**src/rtl/fb_id_ex.sv**
```systemverilog
// Firebird RV32I ID/EX pipeline register.
// Load-use bubble insertion, flush and EX hold.
module fb_id_ex #(
  parameter int XLEN  = 32,
  parameter int CNT_W = 16
) (
  input  logic             clk,
  input  logic             rst,
  input  logic             id_valid,
  input  logic [XLEN-1:0]  id_pc,
  input  logic [XLEN-1:0]  id_rs1_data,
  input  logic [XLEN-1:0]  id_rs2_data,
  input  logic [XLEN-1:0]  id_imm,
  input  logic [4:0]       id_rs1,
  input  logic [4:0]       id_rs2,
  input  logic [4:0]       id_rd,
  input  logic [2:0]       id_funct3,
  input  logic             id_funct7_5,
  input  logic             id_uses_rs1,
  input  logic             id_uses_rs2,
  input  logic [1:0]       id_alu_op,
  input  logic             id_alu_src,
  input  logic             id_alu_res_src,
  input  logic             id_mem_read,
  input  logic             id_mem_write,
  input  logic             id_branch,
  input  logic             id_mem_to_reg,
  input  logic             id_reg_write,
  input  logic             flush,
  input  logic             ex_hold,
  output logic             ex_valid,
  output logic [XLEN-1:0]  ex_pc,
  output logic [XLEN-1:0]  ex_rs1_data,
  output logic [XLEN-1:0]  ex_rs2_data,
  output logic [XLEN-1:0]  ex_imm,
  output logic [4:0]       ex_rs1,
  output logic [4:0]       ex_rs2,
  output logic [4:0]       ex_rd,
  output logic [2:0]       ex_funct3,
  output logic             ex_funct7_5,
  output logic [1:0]       ex_alu_op,
  output logic             ex_alu_src,
  output logic             ex_alu_res_src,
  output logic             ex_mem_read,
  output logic             ex_mem_write,
  output logic             ex_branch,
  output logic             ex_mem_to_reg,
  output logic             ex_reg_write,
  output logic             stall_id,
  output logic [CNT_W-1:0] bubble_cnt
);

  logic hazard;
  logic rs1_hit;
  logic rs2_hit;

  assign rs1_hit = id_uses_rs1 & (id_rs1 == ex_rd);
  assign rs2_hit = id_uses_rs2 & (id_rs2 == ex_rd);

  assign hazard = ex_valid & ex_mem_read
                & (ex_rd != 5'd0) & id_valid
                & (rs1_hit | rs2_hit);

  assign stall_id = (hazard | ex_hold) & ~flush;

  // Bubbles only clear valid and control; data fields are don't-care.
  always_ff @(posedge clk) begin
    if (rst) begin
      ex_valid       <= 1'b0;
      ex_pc          <= '0;
      ex_rs1_data    <= '0;
      ex_rs2_data    <= '0;
      ex_imm         <= '0;
      ex_rs1         <= '0;
      ex_rs2         <= '0;
      ex_rd          <= '0;
      ex_funct3      <= '0;
      ex_funct7_5    <= 1'b0;
      ex_alu_op      <= 2'b00;
      ex_alu_src     <= 1'b0;
      ex_alu_res_src <= 1'b0;
      ex_mem_read    <= 1'b0;
      ex_mem_write   <= 1'b0;
      ex_branch      <= 1'b0;
      ex_mem_to_reg  <= 1'b0;
      ex_reg_write   <= 1'b0;
      bubble_cnt     <= '0;
    end else if (flush || (!ex_hold && hazard)) begin
      ex_valid       <= 1'b0;
      ex_alu_op      <= 2'b00;
      ex_alu_src     <= 1'b0;
      ex_alu_res_src <= 1'b0;
      ex_mem_read    <= 1'b0;
      ex_mem_write   <= 1'b0;
      ex_branch      <= 1'b0;
      ex_mem_to_reg  <= 1'b0;
      ex_reg_write   <= 1'b0;
      if (!flush && bubble_cnt != '1)
        bubble_cnt <= bubble_cnt + CNT_W'(1);
    end else if (!ex_hold) begin
      ex_valid       <= id_valid;
      ex_pc          <= id_pc;
      ex_rs1_data    <= id_rs1_data;
      ex_rs2_data    <= id_rs2_data;
      ex_imm         <= id_imm;
      ex_rs1         <= id_rs1;
      ex_rs2         <= id_rs2;
      ex_rd          <= id_rd;
      ex_funct3      <= id_funct3;
      ex_funct7_5    <= id_funct7_5;
      ex_alu_op      <= id_valid ? id_alu_op : 2'b00;
      ex_alu_src     <= id_valid & id_alu_src;
      ex_alu_res_src <= id_valid & id_alu_res_src;
      ex_mem_read    <= id_valid & id_mem_read;
      ex_mem_write   <= id_valid & id_mem_write;
      ex_branch      <= id_valid & id_branch;
      ex_mem_to_reg  <= id_valid & id_mem_to_reg;
      ex_reg_write   <= id_valid & id_reg_write;
    end
  end

endmodule

```
**config.mk**
```make
export PLATFORM = sky130hd
export DESIGN_NAME = fb_id_ex
export DESIGN_NICKNAME = d
export VERILOG_FILES = /design/src/rtl/fb_id_ex.sv
export SDC_FILE = /design/constraint.sdc
export NUM_CORES = 1
export LEC_CHECK = 0
export CAP_MARGIN = 20
export CORE_AREA = 3 3 145 147
export CTS_BUF_LIST = sky130_fd_sc_hd__clkbuf_8
export CTS_CLUSTER_DIAMETER = 80
export DETAILED_ROUTE_END_ITERATION = 10
export DIE_AREA = 0 0 148 150
export MAX_ROUTING_LAYER = met4
export PLACE_DENSITY = 0.88
export SLEW_MARGIN = 20
export SYNTH_ARGS = -nofsm -noshare
export SYNTH_HDL_FRONTEND = slang
export SYNTH_SLANG_ARGS = --single-unit
```
**constraint.sdc**
```tcl
create_clock -name clk -period 3.4 [get_ports clk]
set_input_delay 0.51 -clock clk [delete_from_list [all_inputs] [get_ports clk]]
set_output_delay 0.51 -clock clk [all_outputs]
set_load 0.1 [all_outputs]
```
# Word level (Yosys, flattened, before mapping)
# Cells that the tools add are included.
# W data, S select, Z words.
# totals
regBits	173
input_bits	163
elab_cells	52
# classes
addsub	1
eq_ne	3
n_mux	1
bitwise	19
reduce_logical	9
# ops
cell	count
$add A16 B1 Y16 const B	1
$ne A16 B16 Y1 const B	1
$and A1 B1 Y1	14
$eq A5 B5 Y1	2
$reduce_bool A5 Y1	1
$reduce_and A2 Y1	2
$not A1 Y1	3
$logic_and A1 B1 Y1	2
$logic_not A1 Y1	2
$mux W2	1
$or A1 B1 Y1	2
$reduce_or A2 Y1	1
$logic_or A1 B1 Y1	1

# Depth between registers and ports, before layout
# Gate-level depths: netlist of the first run.
# logic_depth
depth_word	8
depth_mapped	9

# Worst setup path after synthesis of the first run
# OpenSTA, ideal clock, no wires.
# synth_timing
path_kind	flip-flop to output port
start	register ex_rd[3]
end	output port stall_id
t_arrival_ns	3.556
required_time_ns	2.890
path_slack_ns	-0.666
path_stages_with_launch	10
path_buffers	4
cell_sequence	dfxtp_1 > buf_2 > xnor2_1 > nand4_1 > o22ai_1 > buf_2 > buf_4 > buf_2 > a21oi_1 > nor2_1
# synth_via
elab_chain_len	6
word_cells_on_any_way	11
cone_classes	eq/ne (2); bitwise (8); reduce/logical (1)
# synth_lines
item	line_no	text
start: declaration	38	output logic [4:0] ex_rd,
start signal: assignment	108	ex_rd <= id_rd;
$eq A5 B5 Y1 (tied with other cells)	57	assign rs1_hit = id_uses_rs1 & (id_rs1 == ex_rd);
$and A1 B1 Y1, on equally long branches	57, 58, 61	
$or A1 B1 Y1 / $and A1 B1 Y1 (equally long branches)	62, 61	
$and A1 B1 Y1 *	62	& (rs1_hit | rs2_hit);
$or A1 B1 Y1 *	64	assign stall_id = (hazard | ex_hold) & ~flush;
$and A1 B1 Y1 *	64	
end: declaration	49	output logic stall_id,
# Mark *: on every way between the ends. The rest lies on a longest branch, timed or not.

# Final worst setup path of the first run
# layout_timing
start	register ex_rd[4]
end	output port stall_id
# Same word-level chain as after synthesis.

==> load_flow_metrics.sql, run 1 <==
INSERT INTO impl_metrics (metric_group, metric, value, unit) VALUES
('floorplanning', 'core_area', '20000', 'µm²'),
('drt', 'drtAntennaViolNets', '0', ''),
('floorplanning', 'design.die.area', '22200', 'µm²'),
('floorplanning', 'die_h', '150', 'µm'),
('critical_path', 'crit_chain', 'or4_4 -> o21a_4 -> a21oi_1 -> nor2_4 -> buf_12', ''),
('outcome', 'status', 'complete, no violations', ''),
('yosys', 'synth_fp_nets', '1349', ''),
('yosys', 'ys_async_sr_fraction', '0', '%'),
('drt', 'firstDrtPassIters', '5', ''),
('floorplanning', 'start_util', '50.9', '%'),
('sta', 'layout_min_cycle_time', '2.82', 'ns'),
('layout', 'synthToLayoutAreaGrowth', '36.0', '%'),
('sta', 'finalSetupViolCount', '0', ''),
('hold_path', 'hold_class', 'flop to flop', ''),
('layout', 'layout-drive-gt1-share', '5.45', '%'),
('grt', 'grt_start_max_net_pins', '148', ''),
('critical_path', 'cell_with_the_largest_stage_delay_on_the_worst_path', 'sky130_fd_sc_hd__or4_4', ''),
('run', 'cap_viol_max_count', '0', ''),
('layout', 'num-fill-cells', '1620', ''),
('floorplanning', 'die_w', '148', 'µm'),
('grt', 'globalRouteOverflowTotal', '0', ''),
('power', 'cellPowerDensity', '425', 'nW/µm²'),
('drt', 'wl_per_cell', '18.7', 'µm'),
('sta', 'clock-skew-final', '0.0217', 'ns'),
('clock_network', 'ctsRootBufferMaster', 'sky130_fd_sc_hd__clkbuf_8', ''),
('place', 'place_inst', '1670', ''),
('clock_network', 'post_cts.resized_instances', '0', ''),
('power', 'static-leakage-power', '0.00621', 'µW'),
('yosys', 'synth-edff-count', '0', ''),
('critical_path', 'critical_path_class', 'flop to primary output', ''),
('critical_path', 'timing.critical_path.fanout_max', '7', ''),
('critical_path', 'critPathTopFamily', 'simple AND/OR/NAND/NOR gates', ''),
('yosys', 'synth.ff_latch_count', '173', ''),
('clock_network', 'htree_levels', '4', ''),
('critical_path', 'worst-endpoint-arrival', '2.31', 'ns'),
('place', 'port_buffers', '336', ''),
('sta', 'timing.final.max_slew_violations', '0', ''),
('layout', 'final_common_cell', 'sky130_fd_sc_hd__clkdlybuf4s50_1', ''),
('floorplanning', 'floorplan.io_pins', '337', ''),
('sta', 'highest_attainable_clock_frequency', '355', 'MHz'),
('clock_network', 'cts.sinks', '173', ''),
('place', 'hpwlAfterDp', '20700', 'µm'),
('clock_network', 'tritoncts.num_buffers', '17', ''),
('layout', 'antenna-diode-count', '0', ''),
('grt', 'grt_pass1_wl', '49800', 'µm'),
('critical_path', 'worstSetupEndpointType', 'primary output', ''),
('layout', 'commonest_cells_after_routing_fill_and_taps_aside', '325 x sky130_fd_sc_hd__clkdlybuf4s50_1, 291 x sky130_fd_sc_hd__and3_1, 173 x sky130_fd_sc_hd__dfxtp_1, 155 x sky130_fd_sc_hd__nand2_1, 147 x sky130_fd_sc_hd__a32oi_1', ''),
('yosys', 'synth.lib_cells_used.distinct', '40', ''),
('floorplanning', 'rows', '52', ''),
('drt', 'via_count', '10400', ''),
('sta', 'setup_tns', '0', 'ns'),
('yosys', 'ys.flop_type', 'sky130_fd_sc_hd__dfxtp_1', ''),
('sta', 'max_slew.worst_pin.slew', '1.06', 'ns'),
('sta', 'timing_hold_violations_final', '0', ''),
('drt', 'wl', '31800', 'µm'),
('drt', 'avgViaCountPerCell', '6.11', ''),
('power', 'peakVddDrop', '0.286', 'mV'),
('drt', 'initialDrtViolationCount', '824', ''),
('clock_network', 'clkSlewWorstSetupHoldPaths', '0.10', 'ns'),
('drt', 'remaining_drc_errors', '0', ''),
('sta', 'max-slew-margin-rel', '29.3', '%'),
('clock_network', 'clockBufferDepth', '2', ''),
('clock_network', 'clock_tree_from_tritoncts', 'yes', ''),
('clock_network', 'post_cts_hold_buffer_count', '0', ''),
('place', 'gp_routability_congestion', '0.839', ''),
('yosys', 'synth-seq-area-share', '33.9', '%'),
('critical_path', 'critPathBufInv', '1', ''),
('clock_network', 'clock_insertion_delay_worst_skew', '0.46', 'ns'),
('yosys', 'synth_area_leader_cell', 'sky130_fd_sc_hd__dfxtp_1', ''),
('layout', 'fin_nets', '1583', ''),
('yosys', 'post_synth_inst_count', '1185', '');
cell usage after synthesis (all sizes together) (5+ instances only):
library cell	n
nand2	155
xnor2	10
dfxtp	173
nor2	25
o211ai	6
nand4	10
and3	291
nor3	5
mux2i	142
a22oi	9
clkbuf	87
nand3	12
buf	53
mux2	11
nor2b	12
a21oi	6
nor4	7
a32oi	147
worst register-to-register path, stage by stage, from the launching register on:
cell and delay, ns:
sky130_fd_sc_hd__dfxtp_1 0.59, sky130_fd_sc_hd__xnor2_1 0.22, sky130_fd_sc_hd__nand4_1 0.21, sky130_fd_sc_hd__o22ai_4 0.26
sky130_fd_sc_hd__buf_12 0.45, sky130_fd_sc_hd__buf_12 0.46, sky130_fd_sc_hd__mux2i_1 0.26, sky130_fd_sc_hd__nand2_1 0.07
metrics by stage:
step	hold WS (ns)	total power, µW	utilization (%)	worst slack [ns]	cell area, µm²
after floorplan	0.654	3830	-	0.0680	10200
after global placement	0.485	4440	67.3	0.427	13500
after detailed placement	0.497	4470	67.3	0.382	13500
after CTS	0.519	5930	69.3	0.571	13900
after global routing	0.543	6100	69.3	0.494	13900
final	0.517	5900	69.3	0.584	13900
where the power goes:
part	switching, µW	internal [µW]
clock	858	610
combinational	1520	596
sequential	126	2180
total	2510	3390
area by class of cell:
class	instances	area (µm²)	area share, %
inverters	2	15.0	0.108
well taps	270	338	2.43
repair buffers	355	3630	26.1
clock inverters	15	156	1.13
clock buffers	17	234	1.69
multi-input cells	870	6040	43.5
flip-flops and latches	173	3460	25.0
path summary, 6_finish.rpt:
| kind | startpoint | end | slack (ns) | depth (start not counted) |
|---|---|---|---|---|
| max reg2reg | ex_rd[3] | ex_rs2_data[15] | 0.77 | 7 |
| max | ex_rd[4] | stall_id | 0.58 | 5 |
| min reg2reg | ex_imm[8] | ex_imm[8] | 0.52 | 2 |
| min | ex_imm[8] | ex_imm[8] | 0.52 | 2 |
metal layers:
layer	vias up	part of all wire [%]	GRT usage, %
met5	-	0	-
met4	0	2.8	10.3
met3	61	8.0	6.33
met2	431	48	43.7
met1	4964	41	35.1
li1	4938	-	-
logic make-up after synthesis:
| kind of cell | count (synthesis) | synth area share (%) |
|---|---|---|
| adder cells (fa/ha/maj) | 1 | 0.123 |
| AND/OR/NAND/NOR | 527 | 27.8 |
| multiplexers | 153 | 15.1 |
| flip-flops | 173 | 33.9 |
| buffers and inverters | 142 | 7.22 |
| XOR/XNOR | 10 | 0.858 |
| AO/OA/AOI/OAI | 179 | 14.9 |
Note: power is estimated with default switching activity, not from simulation.
==> run 2: changes to the inputs <==
--- a/config.mk
+++ b/config.mk
@@ -6,13 +6,13 @@
 export NUM_CORES = 1
 export LEC_CHECK = 0
 export CAP_MARGIN = 20
-export CORE_AREA = 3 3 145 147
+export CORE_AREA = 3 3 159 161
 export CTS_BUF_LIST = sky130_fd_sc_hd__clkbuf_8
 export CTS_CLUSTER_DIAMETER = 80
 export DETAILED_ROUTE_END_ITERATION = 10
-export DIE_AREA = 0 0 148 150
+export DIE_AREA = 0 0 162 164
 export MAX_ROUTING_LAYER = met4
-export PLACE_DENSITY = 0.88
+export PLACE_DENSITY = 0.77
 export SLEW_MARGIN = 20
 export SYNTH_ARGS = -nofsm -noshare
 export SYNTH_HDL_FRONTEND = slang
==> constraint.sdc (replaced) <==
create_clock -name clk -period 2.55 [get_ports clk]
set_input_delay 0.3825 -clock clk [delete_from_list [all_inputs] [get_ports clk]]
set_output_delay 0.3825 -clock clk [all_outputs]
set_load 0.1 [all_outputs]
==> load_flow_metrics.sql, run 2 (synthesis gave the netlist of run 1 again) <==
INSERT INTO impl_metrics (metric_group, metric, value, unit) VALUES
('outcome', 'status', 'complete, no violations', ''),
('critical_path', 'worst-endpoint-arrival', '2.09', 'ns'),
('clock_network', 'tritoncts.num_buffers', '17', ''),
('power', 'cellPowerDensity', '576', 'nW/µm²'),
('floorplanning', 'start_util', '42.3', '%'),
('layout', 'final_common_cell', 'sky130_fd_sc_hd__and3_1', ''),
('hold_path', 'hold_class', 'flop to flop', ''),
('drt', 'drtAntennaViolNets', '0', ''),
('clock_network', 'clock_insertion_delay_worst_skew', '0.46', 'ns'),
('floorplanning', 'die_h', '164', 'µm'),
('grt', 'grt_pass1_vias', '9503', ''),
('sta', 'max-slew-margin-rel', '41.8', '%'),
('drt', 'via_count', '10300', ''),
('floorplanning', 'design.die.area', '26600', 'µm²'),
('critical_path', 'data_required_time_of_the_worst_path', '2.17', 'ns'),
('critical_path', 'critical_path_class', 'flop to primary output', ''),
('layout', 'finish.cell_count_without_fillers', '1768', ''),
('layout', 'final_core_utilization', '57.0', '%'),
('layout', 'synthToLayoutAreaGrowth', '34.6', '%'),
('drt', 'wl', '32100', 'µm'),
('grt', 'grt_start_max_net_pins', '123', ''),
('sta', 'highest_attainable_clock_frequency', '405', 'MHz'),
('drt', 'remaining_drc_errors', '0', ''),
('clock_network', 'htree_levels', '4', ''),
('power', 'peakVddDrop', '0.322', 'mV'),
('layout', 'fin_nets', '1594', ''),
('sta', 'finalSetupViolCount', '0', ''),
('grt', 'grt_pass1_wl', '50300', 'µm'),
('floorplanning', 'floorplan.io_pins', '337', ''),
('critical_path', 'rr_startpoint', 'ex_rd[4]', ''),
('sta', 'timing.final.max_slew_violations', '0', ''),
('clock_network', 'cts.sinks', '173', ''),
('layout', 'layout-drive-gt1-share', '18.3', '%'),
('sta', 'setup_tns', '0', 'ns'),
('layout', 'commonest_cells_after_routing_fill_and_taps_aside', '291 x sky130_fd_sc_hd__and3_1, 188 x sky130_fd_sc_hd__buf_4, 164 x sky130_fd_sc_hd__dfxtp_1, 162 x sky130_fd_sc_hd__clkdlybuf4s50_1, 155 x sky130_fd_sc_hd__nand2_1', ''),
('clock_network', 'clockBufferDepth', '2', ''),
('sta', 'max_slew.worst_pin.slew', '0.873', 'ns'),
('sta', 'grt_setup_unrepaired', 'no', ''),
('hold_path', 'worstHoldStart', 'ex_valid', ''),
('critical_path', 'regToRegSetupSlack', '0.25', 'ns'),
('grt', 'antenna_found_initial', '1', ''),
('clock_network', 'clkSlewWorstSetupHoldPaths', '0.11', 'ns'),
('critical_path', 'critPathLaunch', 'ex_rd[4]', ''),
('sta', 'final_critical_path_share_of_the_clock_period', '96.8', '%'),
('critical_path', 'cell_with_the_largest_stage_delay_on_the_worst_path', 'sky130_fd_sc_hd__or4_4', ''),
('sta', 'clock-skew-final', '0.0233', 'ns'),
('floorplanning', 'rows', '57', ''),
('critical_path', 'crit_chain', 'or4_4 -> o21a_4 -> a21oi_4 -> nor2_4 -> buf_12', ''),
('grt', 'grtUsageTotal', '23.6', '%'),
('drt', 'firstDrtPassIters', '5', ''),
('place', 'port_buffers', '336', ''),
('critical_path', 'worst_path_largest_cell_delay', '0.58', 'ns'),
('drt', 'wl_per_cell', '18.2', 'µm'),
('critical_path', 'timing.critical_path.from_type', 'flop', ''),
('floorplanning', 'core_area', '24100', 'µm²'),
('place', 'hpwlAfterDp', '20900', 'µm'),
('critical_path', 'timing.critical_path.fanout_max', '6', ''),
('place', 'place_inst', '1731', ''),
('clock_network', 'ctsRootBufferMaster', 'sky130_fd_sc_hd__clkbuf_8', ''),
('run', 'cap_viol_max_count', '0', ''),
('critical_path', 'worstSetupEndpointType', 'primary output', ''),
('grt', 'globalRouteOverflowTotal', '0', ''),
('floorplanning', 'die_w', '162', 'µm'),
('drt', 'avgViaCountPerCell', '5.82', ''),
('power', 'design_power_total', '7910', 'µW'),
('clock_network', 'clock_tree_from_tritoncts', 'yes', ''),
('drt', 'initialDrtViolationCount', '947', ''),
('sta', 'layout_min_cycle_time', '2.47', 'ns'),
('power', 'static-leakage-power', '0.00657', 'µW'),
('sta', 'timing_hold_violations_final', '0', ''),
('place', 'gp_routability_congestion', '0.810', '');
## run 2: timing repair
item,in CTS,in global routing
resized for setup,1,1
setup buffers,0,4
endpoints found under the setup margin,1,1
endpoints found under the hold margin,0,0
hold buffers,0,0
pin swaps,0,2
## run 2: cell type report
type | count | area (µm²)
sequential | 173 | 3480
fill | 2158 | 10400
clock buffer | 18 | 248
timing repair buffer | 366 | 3350
antenna | 1 | 2.50
multi-input combinational | 870 | 6050
inverter | 2 | 15.0
clock inverter | 14 | 168
tap | 324 | 405
## run 2: path summary, 6_finish.rpt
kind / to / cells past startpoint
worst min register to register: ex_valid / 2
worst min-delay path: ex_valid / 2
worst max register to register: ex_pc[17] / 7
worst max-delay path: stall_id / 5
## run 2: stage by stage
stage	setup WS, ns	instance area (µm²)	hold slack, ns
floorplan	-0.101	10200	0.526
global placement	-0.0107	13300	0.479
detailed placement	-0.0466	13300	0.496
CTS	0.0308	13700	0.488
global route	0.000109	13700	0.499
finish	0.0824	13700	0.520
## run 2: metal layers
layer	vias up	part of all wire [%]	GRT usage [%]
met3	46	7.4	5.60
li1	4970	-	-
met4	0	2.6	8.14
met5	-	0	-
met1	4901	43	30.4
met2	368	47	36.4
## run 2: critical path, delay by kind of cell, from the launching register on
kind            cells  cell delay (ns)
simple gates        2             0.64
buf+inv             1             0.17
compound gates      2             0.44
flops               1             0.39
## run 2: power by group
group	internal [µW]	switching, µW
sequential	2910	168
clock	858	1190
combinational	738	2040
total	4510	3400
